==> config.mk <==
export PLATFORM = sky130hd
export DESIGN_NAME = conf_int_mul__seq__prec_ctrl
export DESIGN_NICKNAME = d
export VERILOG_FILES = /design/src/rtl/conf_mul_pkg.sv /design/src/rtl/conf_prec_mask.sv /design/src/rtl/conf_int_mul__seq__prec_ctrl.sv
export SDC_FILE = /design/constraint.sdc
export NUM_CORES = 1
export LEC_CHECK = 0
export ABC_AREA = 0
export CORE_ASPECT_RATIO = 1.5
export CORE_MARGIN = 2
export CORE_UTILIZATION = 30
export CTS_CLUSTER_SIZE = 16
export DETAILED_ROUTE_END_ITERATION = 8
export PLACE_DENSITY = 0.49
export SYNTH_ARGS = -nofsm -noshare
export SYNTH_HDL_FRONTEND = slang
export SYNTH_HIERARCHICAL = 1
export SYNTH_SLANG_ARGS = --single-unit
==> constraint.sdc <==
create_clock -name clk -period 15.3 [get_ports clk]
set_clock_uncertainty 0.15 [all_clocks]
set_input_delay 2.295 -clock clk [delete_from_list [all_inputs] [get_ports clk]]
set_output_delay 2.295 -clock clk [all_outputs]
set_load 0.05 [all_outputs]
==> src/rtl/conf_mul_pkg.sv <==
// Shared definitions for the conf_* approximate multiplier family:
// FSM state encoding and the effective-precision rule.
package conf_mul_pkg;

  typedef enum logic [1:0] {
    IDLE = 2'd0,
    BUSY = 2'd1,
    DONE = 2'd2
  } state_e;

  // prec==0 selects the default width; anything wider than the datapath is clamped.
  function automatic int unsigned eff_prec(input int unsigned prec,
                                           input int unsigned dpw,
                                           input int unsigned op_bw);
    if (prec == 0) begin
      return op_bw;
    end else if (prec > dpw) begin
      return dpw;
    end else begin
      return prec;
    end
  endfunction

endpackage

==> src/rtl/conf_prec_mask.sv <==
// Keeps the top p_eff bits of an operand and clears the rest.
module conf_prec_mask #(
  parameter int unsigned DPW    = 24,
  parameter int unsigned PREC_W = 5
) (
  input  logic [DPW-1:0]    i_operand,
  input  logic [PREC_W-1:0] i_p_eff,
  output logic [DPW-1:0]    o_masked
);

  always_comb begin
    o_masked = '0;
    for (int i = 0; i < int'(DPW); i++) begin
      o_masked[i] = i_operand[i] & (i >= (int'(DPW) - int'(i_p_eff)));
    end
  end

endmodule

==> src/rtl/conf_int_mul__seq__prec_ctrl.sv <==
// Radix-2 shift-add multiplier with run-time precision: walks only the kept
// multiplier bits, so a narrower precision finishes in fewer cycles.
module conf_int_mul__seq__prec_ctrl
  import conf_mul_pkg::*;
#(
  parameter int unsigned DATA_PATH_BITWIDTH = 24,
  parameter int unsigned OP_BITWIDTH        = 16,
  parameter int unsigned PREC_W             = 5
) (
  input  logic                            clk,
  input  logic                            rst,
  input  logic                            in_valid,
  output logic                            in_ready,
  input  logic [DATA_PATH_BITWIDTH-1:0]   a,
  input  logic [DATA_PATH_BITWIDTH-1:0]   b,
  input  logic [PREC_W-1:0]               prec,
  input  logic                            sgn,
  output logic                            out_valid,
  input  logic                            out_ready,
  output logic [2*DATA_PATH_BITWIDTH-1:0] d,
  output logic                            busy
);

  localparam int unsigned DPW = DATA_PATH_BITWIDTH;
  localparam int unsigned PW  = 2 * DPW;

  state_e            r_state, w_state_nxt;
  logic [PW-1:0]     r_acc, w_acc_nxt, w_acc_step;
  logic [PW-1:0]     r_d, w_d_nxt;
  logic [DPW-1:0]    r_a_m, w_a_nxt;
  logic [DPW-1:0]    r_b_m, w_b_nxt;
  logic [PREC_W-1:0] r_idx, w_idx_nxt;
  logic              r_sgn, w_sgn_nxt;

  logic [PREC_W-1:0] w_p_eff;
  logic [DPW-1:0]    w_a_m, w_b_m;
  logic [PW-1:0]     w_a_ext, w_term;
  logic              w_last;

  always_comb begin
    w_p_eff = PREC_W'(eff_prec(32'(prec), DPW, OP_BITWIDTH));
  end

  conf_prec_mask #(
    .DPW    (DPW),
    .PREC_W (PREC_W)
  ) u_mask_a (
    .i_operand (a),
    .i_p_eff   (w_p_eff),
    .o_masked  (w_a_m)
  );

  conf_prec_mask #(
    .DPW    (DPW),
    .PREC_W (PREC_W)
  ) u_mask_b (
    .i_operand (b),
    .i_p_eff   (w_p_eff),
    .o_masked  (w_b_m)
  );

  // The MSB of a two's-complement multiplier carries weight -2^(DPW-1).
  always_comb begin
    w_a_ext    = r_sgn ? {{DPW{r_a_m[DPW-1]}}, r_a_m} : {{DPW{1'b0}}, r_a_m};
    w_term     = w_a_ext << r_idx;
    w_last     = (r_idx == PREC_W'(DPW - 1));
    w_acc_step = r_acc;
    if (r_b_m[r_idx]) begin
      if (w_last && r_sgn) begin
        w_acc_step = r_acc - w_term;
      end else begin
        w_acc_step = r_acc + w_term;
      end
    end
  end

  always_comb begin
    w_state_nxt = r_state;
    w_acc_nxt   = r_acc;
    w_d_nxt     = r_d;
    w_a_nxt     = r_a_m;
    w_b_nxt     = r_b_m;
    w_idx_nxt   = r_idx;
    w_sgn_nxt   = r_sgn;
    unique case (r_state)
      IDLE: begin
        if (in_valid) begin
          w_a_nxt     = w_a_m;
          w_b_nxt     = w_b_m;
          w_sgn_nxt   = sgn;
          w_acc_nxt   = '0;
          w_idx_nxt   = PREC_W'(DPW - 32'(w_p_eff));
          w_state_nxt = BUSY;
        end
      end
      BUSY: begin
        w_acc_nxt = w_acc_step;
        if (w_last) begin
          w_d_nxt     = w_acc_step;
          w_state_nxt = DONE;
        end else begin
          w_idx_nxt = r_idx + 1'b1;
        end
      end
      DONE: begin
        if (out_ready) begin
          w_state_nxt = IDLE;
        end
      end
      default: w_state_nxt = IDLE;
    endcase
  end

  always_ff @(posedge clk or negedge rst) begin
    if (!rst) begin
      r_state <= IDLE;
      r_acc   <= '0;
      r_d     <= '0;
      r_a_m   <= '0;
      r_b_m   <= '0;
      r_idx   <= '0;
      r_sgn   <= 1'b0;
    end else begin
      r_state <= w_state_nxt;
      r_acc   <= w_acc_nxt;
      r_d     <= w_d_nxt;
      r_a_m   <= w_a_nxt;
      r_b_m   <= w_b_nxt;
      r_idx   <= w_idx_nxt;
      r_sgn   <= w_sgn_nxt;
    end
  end

  always_comb begin
    in_ready  = (r_state == IDLE);
    out_valid = (r_state == DONE);
    busy      = (r_state != IDLE);
    d         = r_d;
  end

endmodule

### Yosys cells after proc, flatten, opt, wreduce, memory -nomap -nowiden

Index checks and enable logic that the tools add are counted.

| cells by class | value |
|---|---|
| $add $sub $neg | 5 |
| magnitude comparators | 26 |
| eq/ne operators | 7 |
| shift-type cells | 1 |
| muxes and demuxes | 16 |
| bitwise operators | 48 |
| reductions and logical operators | 10 |

Operator list:

| operator | number |
|---|---|
| 5-bit by 32-bit greater-or-equal comparator with 1-bit output (first input constant) | 8 |
| 6-bit by 32-bit greater-or-equal comparator with 1-bit output (first input constant) | 8 |
| 48-bit 2-to-1 mux | 4 |
| 4-bit by 32-bit greater-or-equal comparator with 1-bit output (first input constant) | 4 |
| 48-bit case mux with 2 select lines | 1 |
| 3-bit by 32-bit greater-or-equal comparator with 1-bit output (first input constant) | 2 |
| 48-bit adder | 1 |
| 1-bit AND | 48 |
| 48-bit by 5-bit << shifter with 48-bit output | 1 |
| 48-bit subtractor | 1 |
| 1-bit by 32-bit greater-or-equal comparator with 1-bit output (first input constant) | 1 |
| 2-bit by 32-bit greater-or-equal comparator with 1-bit output (first input constant) | 1 |
| 5-bit 2-to-1 mux | 4 |
| 5-bit case mux with 2 select lines | 1 |
| 5-bit by 6-bit < comparator with 1-bit output (second input constant) | 1 |
| 2-bit 2-to-1 mux | 3 |
| 2-bit != test (second input constant) | 3 |
| 2-bit case mux with 3 select lines | 1 |
| 2-bit AND reduction | 3 |
| 3-bit AND reduction | 2 |
| 5-bit by 5-bit subtractor with 6-bit output (first input constant) | 1 |
| 5-bit by 1-bit adder with 5-bit output (second input constant) | 1 |
| 1-bit binary-select mux with 5-bit select | 1 |
| 5-bit equality test (second input constant) | 1 |
| other kinds (10) | 11 |

| word-level totals | value |
|---|---|
| flip-flop bits (word level) | 152 |
| bits of input ports | 58 |
| output and inout port bits | 51 |
| logic and storage cells | 120 |

### Depth between registers and ports, before layout

| depth | value |
|---|---|
| word-level depth | 6 |
| depth in mapped cells | 28 |
| depth with buffers taken out | 23 |

### By module

The synthesis kept the hierarchy.

By module, submodules not included:

| module | times used | cells an instance | area each (um2) | sequential area each (um2) |
|---|---|---|---|---|
| conf_int_mul__seq__prec_ctrl | 1 | 1601 | 12907.4 | 3803.6 |
| conf_prec_mask | 2 | 115 | 685.7 | 0.0 |

### Worst setup path before layout

No wires, ideal clock.

| timing path | value |
|---|---|
| path type | register -> register |
| from | register r_idx[0] |
| to | register r_d[42], in the netlist d[42] |
| setup time | 0.069 ns |
| data arrival time | 5.679 ns |
| data required time | 15.081 ns |
| path slack | 9.402 ns |
| stages on the path, launching flop included | 27 |
| path buffers | 5 |
| clock period less this slack | 5.898 ns |
| cell sequence | dfrtp_1 -> buf_6 -> buf_6 -> buf_4 -> buf_2 -> or3_1 -> a21oi_1 -> o32a_1 -> o221ai_1 -> or4_1 -> or2_2 -> nor4b_1 -> nor2_1 -> xnor2_1 -> ha_1 -> clkbuf_1 -> a21oi_1 -> o21ai_0 -> a2111oi_0 -> inv_1 -> a211oi_1 -> o31ai_1 -> and3_1 -> a221oi_1 -> xnor2_1 -> nand3_1 -> nand3_1 |

| on the way | value |
|---|---|
| cells in the longest elaborated chain, start to end | 4 |
| elaborated cells between the ends (all ways) | 10 |
| classes of those cells | add/sub (2); eq/ne (1); shift (1); mux (4); reduce/logical (2) |

RTL lines:

| item | line | source |
|---|---|---|
| start: declaration | conf_int_mul__seq__prec_ctrl.sv:32 | `logic [PREC_W-1:0] r_idx, w_idx_nxt;` |
| start signal: assignment | conf_int_mul__seq__prec_ctrl.sv:129 | `r_idx <= w_idx_nxt;` |
| 48-bit by 5-bit << shifter with 48-bit output / 5-bit equality test (equally long branches) | conf_int_mul__seq__prec_ctrl.sv:65, conf_int_mul__seq__prec_ctrl.sv:66 |  |
| 48-bit adder (tied with other cells) | conf_int_mul__seq__prec_ctrl.sv:72 | `w_acc_step = r_acc + w_term;` |
| 48-bit 2-to-1 mux | conf_int_mul__seq__prec_ctrl.sv:69 | `if (w_last && r_sgn) begin` |
| 48-bit 2-to-1 mux | conf_int_mul__seq__prec_ctrl.sv:68 | `if (r_b_m[r_idx]) begin` |
| end signal: assignment | conf_int_mul__seq__prec_ctrl.sv:126 | `r_d <= w_d_nxt;` |
| end: declaration | conf_int_mul__seq__prec_ctrl.sv:29 | `logic [PW-1:0] r_d, w_d_nxt;` |

Several ways; a longest one is shown, not always the timed one. The select of a mux whose other input is x is not followed.
A chain may end at the register's enable or synchronous reset.

### Worst setup path after layout

| timing path | value |
|---|---|
| from | register r_idx[1] |
| to | register r_d[42], in the netlist d[42] |

Same word-level chain as after synthesis.

==> impl_metrics.tcl <==
set metrics [dict create \
    cts-root-buf "clkbuf_16" \
    relSlewSlack_pct 28.54 \
    cp_data_required_time_ps 15550 \
    place_congestion 0.9806 \
    clk_pin_slew_worst_paths_ps 70 \
    worst_ep_arrival_time_ps 8030 \
    insertion_delay_ps 470 \
    drive_gt1_share_pct 8.472 \
    first_global_vias 13710 \
    vias 13830 \
    fp.dieArea_um2 49390 \
    start_util_pct 30.48 \
    postSynthAreaPerCell_um2 7.798 \
    synthArstFlopShare_pct 100.0 \
    clock_path_buffers 2 \
    syn_inst 1831 \
    via_per_inst 5.624 \
    grt_pass1_wl_um 81600 \
    setup_viol 0 \
    routed_wl_um 52830 \
    gr-usage-all-layers_pct 21.26 \
    cts_made_buffers 17 \
    max_freq_mhz 128.6 \
    io_pins 109 \
    status "finished clean" \
    crit_type "reg2reg" \
    area_delta_synth_final_pct 14.13 \
    timing.final.crit_share_pct 50.82 \
    start_kind "flip-flop" \
    num-nets-final 1967 \
    hold_buffers 0 \
    antenna_found_initial 0 \
    synth_edf_count 0 \
    cts_tree "yes" \
    synth_warnings 6 \
    synth_adder_area_share_pct 5.047 \
    timing.setup.tns_ps 0 \
    cp_max_fo 53 \
    period_needed_ps 7775 \
    path_cells "buf_4 -> clkinv_1 -> a21oi_1 -> o22ai_1 -> o31ai_1 -> a31o_2 -> o211ai_1 -> or2_2 -> nor4b_1 -> nor2_1 -> xnor2_1 -> ha_1 -> a21oi_1 -> o21ai_0 -> a2111oi_0 -> inv_1 -> a211oi_1 -> o31ai_1 -> and3_1 -> a221oi_1 -> xnor2_1 -> nand3_1 -> nand3_1" \
    max-cap-violations 0 \
    synth_area_leaders "dfrtp_1, nand2_1, ha_1" \
    ant_nets 0 \
    drt_iter0_markers 990 \
    max_slew.worst_pin.slew_ps 1069 \
    hp-class "reg2reg" \
    cp-end-kind "flip-flop" \
    die_h_um 271.2 \
    h-tree-depth 4 \
    syn-num-nets 1946 \
    die_w_um 182.1 \
    synthMuxAreaShare_pct 9.805 \
    post_cts_buffers 0 \
    drc 0 \
    n_antenna_cell 0 \
    dr.pass1.iters 5 \
    synth_area_um2 14280 \
    synth_top_area_share_pct 26.64 \
    yosysTopAreaCell "dfrtp_1" \
    synth_compound_area_share_pct 24.78 \
    ys_seq_elements 152 \
    whs_ps 324.4 \
    yosysUniqueCellTypes 88 \
    cts_resized 0 \
    seq_area_frac_synth_pct 26.64 \
    dp_hpwl_um 40370 \
    synth-xor-area-share_pct 5.214 \
    slowest_stage "o31ai_1" \
    grt-ovfl-total 0 \
    numClockSinks 152 \
    synth_top_family_by_area "compound AO/OA/AOI/OAI gates" \
    slowest_delay_ps 820 \
    rows 97 \
    wl_per_cell_um 21.48 \
    synth_flop_cell "dfrtp_1" \
    drv_slew 0 \
    portBuffers 108 \
    design.core.area_um2 46850 \
    grt_max_degree 79 \
    rsz0062_at_grt "no" \
    synth-simple-area-share_pct 23.12 \
    hold_viol_final 0 \
]
==> stage by stage <==
| step | std cells | worst slack [ps] | area, um^2 | utilization [%] |
|---|---|---|---|---|
| 2_1_floorplan | 1831 | 9402 | 14280 | - |
| 3_3_place_gp | 2427 | 7737 | 15740 | 33.59 |
| 3_5_place_dp | 2427 | 7673 | 15740 | 33.59 |
| 4_1_cts | 2459 | 7649 | 16300 | 34.78 |
| 5_1_grt | 2459 | 7131 | 16300 | 34.78 |
| 6_report | 2459 | 7525 | 16300 | 34.78 |
==> cells in the mapped netlist (all sizes together) (10+ instances only) <==
cell type / count
xor2: 37
o31ai: 12
a21oi: 136
a2111oi: 10
a22o: 23
inv: 48
clkbuf: 89
o21bai: 10
mux4: 32
a211oi: 10
nand3: 61
buf: 40
and2: 22
nand2b: 20
xnor2: 48
mux2: 25
ha: 56
nand4: 11
o21a: 29
nor3: 42
nor2b: 24
a31oi: 28
nand2: 342
a21o: 36
o211ai: 14
dfrtp: 152
mux2i: 39
or3: 16
and3: 18
nor2: 126
o21ai: 139
o22ai: 11
==> critical path: cells and delay by family (launching register included) <==
family / cells / cell delay (ps)
AOI/OAI and AO/OA: 11 / 3750
xor gates and xnor gates: 2 / 340
adders and majority gates: 1 / 400
buffers and inverters: 3 / 1300
DFF: 1 / 340
and+or+nand+nor: 6 / 1400
==> per-layer routing <==
layer  global-route usage, %  vias to the layer above  share of wire (%)
met5                       0                        -                  0
li1                        -                     6630                  -
met4                   12.29                        0                6.1
met3                   2.388                      134                3.5
met2                   38.67                      429                 51
met1                   23.89                     6637                 39
==> final cells by class <==
class,count,area (um^2)
Fill cell,4990,30550
Multi-Input combinational cell,1500,9738
Sequential cell,152,3807
Timing Repair Buffer,132,1262
Tap cell,594,743.2
Clock buffer,19,442.9
Inverter,49,183.9
Clock inverter,13,117.6
==> state kept, by name, indices dropped and copies added (netlist names) <==
signal / cells
r_a_m: 24
r_acc: 48
r_b_m: 24
r_sgn: 1
r_state: 2
d: 48
r_idx: 5
==> cell usage in the layout (no fill, tap or decap), types with 8 or more instances in the layout <==
cell type and count:
nor3_1 40, o21a_1 29, a2111oi_0 8, nand2b_1 19
xor2_1 37, a21o_1 36, a211oi_1 10, nand3_1 61
o211ai_1 13, clkbuf_16 17, a31oi_1 28, o21bai_1 10
a21oi_1 136, nand4_1 11, and3_1 18, and2_1 19
o22ai_1 10, mux2i_1 39, or3_1 14, or2_2 8
o21ai_0 131, dfrtp_1 149, mux4_2 30, buf_4 24
o31ai_1 12, nand2_1 341, nor2_1 124, xnor2_1 48
nor2b_1 24, mux2_2 25, a22o_1 23, clkdlybuf4s50_1 107
ha_1 56, inv_1 46
==> cells by family after synthesis <==
family,count (synthesis)
flops,152
mux,96
buf+inv,179
simple gates,722
xor+xnor,85
compound gates,540
fa+ha+maj,57
==> final timing paths <==
path | start | endpoint | slack (ps) | cells after the start
setup / recovery | r_idx[1]$_DFFE_PN0P_ | d[42]$_DFFE_PN0P_ | 7520 | 23
setup reg to reg | r_idx[1]$_DFFE_PN0P_ | d[42]$_DFFE_PN0P_ | 7520 | 23
min in group asynchronous | rst | r_a_m[9]$_DFFE_PN0P_ | 1520 | 1
max in group asynchronous | rst | r_idx[1]$_DFFE_PN0P_ | 12290 | 2
hold reg to reg | r_b_m[4]$_DFFE_PN0P_ | r_b_m[4]$_DFFE_PN0P_ | 320 | 2
hold / removal | r_b_m[4]$_DFFE_PN0P_ | r_b_m[4]$_DFFE_PN0P_ | 320 | 2
Power is not shown: default switching activity piles up to over one toggle a cycle in this logic, so the estimate is an artifact.
